[src/rtl/activation_backward.sv]
// ---------------------------------------------------------------------------
// activation_backward
//
// Backward pass of the sigmoid activation unit. Given a forward activation
// a = sigmoid(x) and an upstream error e (both Q8.8), it produces the
// backpropagated delta e * a * (1 - a) in Q8.8 through a two-stage pipeline
// with valid/ready flow control on both sides and a single global stall.
//
// Build option:
//   ACT_BWD_ROUND_EN  defined   -> round-half-up (+0x80) before each >>8
//                     undefined -> plain truncation toward -infinity
//   Pipeline depth, handshake and reset behaviour are the same in both builds.
//
// Ports:
//   clk        in   1   rising-edge clock
//   rst        in   1   synchronous, active-high reset (highest priority)
//   in_valid   in   1   in_act / in_err carry a sample
//   in_ready   out  1   pipeline advances this cycle (accepts input)
//   in_act     in   16  forward activation, Q8.8 unsigned (0x0000..0x0100)
//   in_err     in   16  upstream error, Q8.8 two's complement
//   out_valid  out  1   out_delta carries a result
//   out_ready  in   1   downstream takes out_delta this cycle
//   out_delta  out  16  delta, Q8.8 two's complement
//   out_count  out  16  output handshakes since reset, wraps at 0xFFFF
// ---------------------------------------------------------------------------
module activation_backward (
    input  logic        clk,
    input  logic        rst,
    input  logic        in_valid,
    output logic        in_ready,
    input  logic [15:0] in_act,
    input  logic [15:0] in_err,
    output logic        out_valid,
    input  logic        out_ready,
    output logic [15:0] out_delta,
    output logic [15:0] out_count
);

    // 1.0 in Q8.8; the activation is clamped into [0, ONE_Q88].
    localparam logic [15:0] ONE_Q88 = 16'h0100;
    localparam logic [8:0]  ONE_9B  = 9'h100;

`ifdef ACT_BWD_ROUND_EN
    // Half an LSB of the value about to be shifted right by 8.
    localparam logic [16:0]        RND_U = 17'h0_0080;
    localparam logic signed [22:0] RND_S = 23'sh00_0080;
`else
    localparam logic [16:0]        RND_U = 17'h0_0000;
    localparam logic signed [22:0] RND_S = 23'sh00_0000;
`endif

    // -----------------------------------------------------------------------
    // Flow control: one stall signal for the whole pipe. Bubbles are not
    // collapsed, so an empty stage 1 still waits for adv.
    // -----------------------------------------------------------------------
    logic adv;

    // Stage 1 state: derivative term and the error it will scale.
    logic              s1_valid_q, s1_valid_d;
    logic [6:0]        s1_d_q,     s1_d_d;
    logic [15:0]       s1_e_q,     s1_e_d;

    // Stage 2 state: the visible output register.
    logic              out_valid_q, out_valid_d;
    logic [15:0]       out_delta_q, out_delta_d;
    logic [15:0]       out_count_q, out_count_d;

    // Stage 0 combinational datapath.
    logic [8:0]        act_clamped;
    logic [8:0]        one_minus_a;
    logic [16:0]       prod_u;
    logic [16:0]       prod_u_rnd;
    logic [6:0]        deriv;

    // Stage 2 combinational datapath.
    logic signed [22:0] err_ext;
    logic signed [22:0] deriv_ext;
    logic signed [22:0] prod_s;
    logic signed [22:0] prod_s_rnd;
    logic signed [22:0] prod_s_shr;
    logic [15:0]        delta;

    logic out_xfer;

    assign adv      = ~out_valid_q | out_ready;
    assign in_ready = adv;
    assign out_xfer = out_valid_q & out_ready;

    // -----------------------------------------------------------------------
    // Stage 0: clamp the activation, then a * (1 - a).
    // Negative encodings (bit 15 set) are treated as 0, anything above 1.0
    // saturates to 1.0; both ends give a zero derivative.
    // -----------------------------------------------------------------------
    always_comb begin
        // NOTE: every always_comb output gets a value on every path first so
        // no latch is inferred when a branch is missed.
        act_clamped = 9'h000;
        if (in_act[15]) begin
            act_clamped = 9'h000;
        end else if (in_act > ONE_Q88) begin
            act_clamped = ONE_9B;
        end else begin
            act_clamped = in_act[8:0];
        end

        one_minus_a = ONE_9B - act_clamped;

        // Max 0x80 * 0x80 = 0x4000, comfortably inside 17 bits.
        prod_u     = {8'h00, act_clamped} * {8'h00, one_minus_a};
        prod_u_rnd = prod_u + RND_U;

        // (0x4000 + 0x80) >> 8 = 0x40, so bits [14:8] hold the full result.
        deriv = prod_u_rnd[14:8];
    end

    // -----------------------------------------------------------------------
    // Stage 2 datapath: signed(e) * d, then arithmetic shift back to Q8.8.
    // |d| <= 0x40 means |result| <= |e|/4: no overflow, no saturation.
    // -----------------------------------------------------------------------
    always_comb begin
        err_ext    = 23'(signed'(s1_e_q));
        deriv_ext  = {16'h0000, s1_d_q};
        prod_s     = err_ext * deriv_ext;
        prod_s_rnd = prod_s + RND_S;
        prod_s_shr = prod_s_rnd >>> 8;
        delta      = prod_s_shr[15:0];
    end

    // High bits beyond the proven range are intentionally dropped.
    logic unused_bits;
    assign unused_bits = &{1'b0, prod_u_rnd[16:15], prod_u_rnd[7:0],
                           prod_s_shr[22:16]};

    // -----------------------------------------------------------------------
    // Next-state logic: both stages load together on adv, hold otherwise.
    // -----------------------------------------------------------------------
    always_comb begin
        s1_valid_d  = s1_valid_q;
        s1_d_d      = s1_d_q;
        s1_e_d      = s1_e_q;
        out_valid_d = out_valid_q;
        out_delta_d = out_delta_q;

        if (adv) begin
            s1_valid_d  = in_valid;
            s1_d_d      = deriv;
            s1_e_d      = in_err;
            out_valid_d = s1_valid_q;
            out_delta_d = delta;
        end

        // Counts output handshakes; natural 16-bit wrap.
        out_count_d = out_count_q + {15'h0000, out_xfer};
    end

    // -----------------------------------------------------------------------
    // State registers. Reset clears data as well as valids so the output
    // port reads 0x0000 out of reset.
    // -----------------------------------------------------------------------
    always_ff @(posedge clk) begin
        // NOTE: sequential state uses non-blocking assignments so every flop
        // samples the pre-edge value of its neighbours.
        if (rst) begin
            s1_valid_q  <= 1'b0;
            s1_d_q      <= 7'h00;
            s1_e_q      <= 16'h0000;
            out_valid_q <= 1'b0;
            out_delta_q <= 16'h0000;
            out_count_q <= 16'h0000;
        end else begin
            s1_valid_q  <= s1_valid_d;
            s1_d_q      <= s1_d_d;
            s1_e_q      <= s1_e_d;
            out_valid_q <= out_valid_d;
            out_delta_q <= out_delta_d;
            out_count_q <= out_count_d;
        end
    end

    assign out_valid = out_valid_q;
    assign out_delta = out_delta_q;
    assign out_count = out_count_q;

endmodule
[config.mk]
export PLATFORM = sky130hd
export DESIGN_NAME = activation_backward
export DESIGN_NICKNAME = d
export VERILOG_FILES = /design/src/rtl/activation_backward.sv
export SDC_FILE = /design/constraint.sdc
export NUM_CORES = 1
export LEC_CHECK = 0
export CORE_UTILIZATION = 61
export DETAILED_ROUTE_END_ITERATION = 8
export PLACE_DENSITY_LB_ADDON = 0.25
export SLEW_MARGIN = 5
export SYNTH_ARGS = -nofsm -noshare
export SYNTH_HDL_FRONTEND = slang
export SYNTH_SLANG_ARGS = --single-unit
[constraint.sdc]
create_clock -name clk -period 11.1 [get_ports clk]
set_clock_uncertainty 0.2 [all_clocks]
set_input_delay 2.22 -clock clk [delete_from_list [all_inputs] [get_ports clk]]
set_output_delay 2.22 -clock clk [all_outputs]
set_load 0.01 [all_outputs]
==> run summary <==
Worst Path Max Fanout: 10
WP data required: 11130 ps
Max Cap Viol: 0
First-pass GRT wire length: 30500 microns
Outcome: completed
Slew Limit Headroom: 51.2%
Skew-Pair Late Insertion Delay: 310 ps
Fin Hold WS: 255 ps
Post-DRT Antenna Nets: 0
DR vias: 6282
Beginning of the critical path: in_act[3]
Initial antenna violation count: 0
Buffers on Ports: 69
#FFs+latches synth: 56
Post-synth EDFFs: 0
Tightest Pin Transition: 731 ps
Mapped Cells: 941
Tcrit/Tclk final: 82.6%
# IOs: 70
Fin crit period: 9160 ps
CTS Sinks: 56
Layout cells sized above 1: 3.31%
R2R Path Start: s1_d_q[2]$_SDFFE_PP0P_
DRC viols: 0
CP startpoint kind: input port
Area of the multi-input gates: 6270 sq um
Fin cells: 1170
Global router's overall resource usage: 27.2%
First-pass iteration count of the detailed router: 5
Power density over the cells: 63.1 nW/um^2
H-tree levels: 2
Syn-to-layout area delta: 12.1%
Worst slack, placed: 1650 ps
Die Wd: 118 microns
TritonCTS Buffers: 5
DR WL/cell: 14.8 microns
CTS Buffer Depth: 2
P_leak: 4.40 nW
Die H: 118 microns
Post-Route WL: 17300 microns
Largest net degree at the start of global routing: 69
1st-iter DRT viols: 322
Fin nets: 1241
Vias in the first global route: 6479
Worst VDD drop: 0.0000614 V
Setup TNS: 0 ps
Global route overflow: 0
TritonCTS clock tree: built
Achievable Freq: 109 MHz
Worst Min Path Start: out_delta[2]$_SDFFE_PP0P_
Die footprint: 13800 sq um
Final hold vios: 0
Avg Inst Size Synth: 8.67 sq um
HP Class: flip-flop to flip-flop
CTS resizes: 0
Core area: 12800 sq um
Post-CTS setup buffers: 0
Register area: 1120 sq um
Initial Utilization: 63.6%
Antenna cell count: 0
Design Power: 0.578 mW
Dpl hpwl: 13600 microns
Sequential share of the synthesized area: 13.7%
RSZ-0062 raised after global routing: no
Post-synth ARST share: 0%
Via-to-Cell Ratio: 5.37
Final RePlAce weighted congestion: 0.948
Clock tree root driver cell: clkbuf_16
Site Rows: 41
Synth Warn #: 0
Fillers: 1014
Placed insts: 1162
Worst-path clk slew: 80 ps
CP Class: input port to flip-flop
Mapped Area: 8160 sq um
Final slew viol count: 0
Critical path endpoint category: flip-flop
Final setup fails: 0
Worst EP arrival: 9200 ps
Worst Slack Setup Final: 1940 ps
Unique cell type count in the Yosys netlist: 60
Top_reg_cell synth: dfxtp_1
CTS Hold Bufs: 0
## critical path: stages
cell and delay, ps:
clkdlybuf4s50_1 480, nor4_2 330, nand2_1 140, a211oi_4 410, and2_1 430, inv_4 110, and3_1 210, and3_1 180
and3_1 150, ha_1 310, or2_2 320, fa_1 490, fa_1 540, inv_1 50, fa_1 520, inv_1 50
fa_1 520, inv_1 40, ha_1 330, a21o_1 190, a31oi_1 310, o21ai_1 160, o41ai_1 350, xnor2_1 120
a211oi_1 220
## final cells by class
cell class | count | area share [%]
Timing Repair Buffer | 72 | 7.74
Clock buffer | 5 | 1.37
Multi-Input combinational cell | 680 | 68.5
Inverter | 182 | 7.49
Clock inverter | 3 | 0.301
Tap cell | 172 | 2.35
Sequential cell | 56 | 12.2
## state kept, by name (all words and copies together), names as in the netlist
signal and count:
s1_valid_q 1, out_count 16, out_valid 1, out_delta 15
s1_e_q 16, s1_d_q 7
## power breakdown
group | total [mW] | switching, mW | internal [mW]
Sequential | 0.234 | 0.0205 | 0.213
Clock | 0.175 | 0.0883 | 0.0862
Combinational | 0.169 | 0.0888 | 0.0805
## kinds of logic (layout without fill, tap and decap cells)
group,Yosys count,after routing,share of synthesized area (%)
xor+xnor,37,37,3.97
mux,2,2,0.245
flops,56,56,13.7
simple gates,337,337,20.6
compound gates,91,91,7.96
buf+inv,208,262,9.69
fa+ha+maj,208,208,43.7
other cells,2,5,0.0920
## metrics by stage
stage	area, sq um	utilization [%]
after floorplan	8170	-
after global placement	9000	70.2
after detailed placement	9000	70.2
after CTS	9150	71.4
after global routing	9150	71.4
final	9150	71.4
## layout by cell type, fill, tap and decap left out, drive strengths merged, types with 3 or more instances in the layout
| master | netlist | routed |
|---|---|---|
| buf | 4 | 4 |
| nor3 | 8 | 8 |
| dfxtp | 56 | 56 |
| or3 | 4 | 4 |
| fa | 129 | 129 |
| nor2b | 4 | 4 |
| o21bai | 6 | 6 |
| inv | 182 | 183 |
| ha | 79 | 79 |
| nand2 | 118 | 118 |
| nand2b | 4 | 4 |
| a211o | 4 | 4 |
| and2 | 89 | 89 |
| clkdlybuf4s50 | 0 | 68 |
| o21ai | 10 | 10 |
| nor4 | 5 | 5 |
| conb | 2 | 5 |
| xnor2 | 21 | 21 |
| a21oi | 36 | 36 |
| nor2 | 61 | 61 |
| clkbuf | 22 | 5 |
| and3 | 7 | 7 |
| xor2 | 16 | 16 |
| a211oi | 7 | 7 |
| nand3 | 10 | 10 |
| and4 | 3 | 3 |
| nand3b | 6 | 6 |
| o211ai | 5 | 5 |
| or2 | 9 | 9 |
| a31oi | 4 | 4 |
| nor3b | 3 | 3 |
## synthesized netlist by cell type (2+ instances only)
master	instances	area, sq um
ha_1	79	988
a211oi_1	6	45.0
nand3_1	10	50.1
buf_1	2	7.51
nand3b_1	6	45.0
and2_1	88	551
xor2_1	16	140
nor4b_1	2	17.5
o41ai_1	2	17.5
a311o_1	2	20.0
and3_1	7	43.8
o21ai_0	5	25.0
o21a_1	2	15.0
nor2b_1	4	25.0
a2111o_1	2	22.5
and4_1	3	26.3
nor3_1	8	40.0
nor3b_1	3	22.5
a211o_1	4	35.0
nor4_1	4	25.0
or2_2	9	56.3
nand2b_1	4	25.0
buf_4	2	15.0
o21bai_1	6	45.0
clkbuf_1	22	82.6
or3_1	4	25.0
conb_1	2	7.51
fa_1	129	2580
inv_1	181	679
nand2_1	118	443
o21ai_1	4	20.0
o211ai_2	2	25.0
nor2_1	61	229
a31oi_1	4	25.0
dfxtp_1	56	1120
mux2i_1	2	20.0
o211ai_1	3	22.5
xnor2_1	21	184
a21oi_1	35	175
## routing by layer
| metal | global-route usage, % | up-vias | routed length (microns) |
|---|---|---|---|
| met5 | 0 | - | 0 |
| met1 | 36.3 | 3057 | 7550 |
| met3 | 3.34 | 26 | 914 |
| met4 | 6.09 | 0 | 250 |
| li1 | - | 3018 | - |
| met2 | 47.4 | 181 | 8590 |
## final timing paths
| path | endpoint | slack, ps | cells past startpoint |
|---|---|---|---|
| setup reg to reg | out_delta[13]$_SDFFE_PP0P_ | 5470 | 15 |
| hold / removal | out_delta[2]$_SDFFE_PP0P_ | 250 | 2 |
| setup / recovery | s1_d_q[6]$_SDFFE_PP0P_ | 1940 | 25 |
| hold reg to reg | out_delta[2]$_SDFFE_PP0P_ | 250 | 2 |
(Power assumes the default switching activity.)
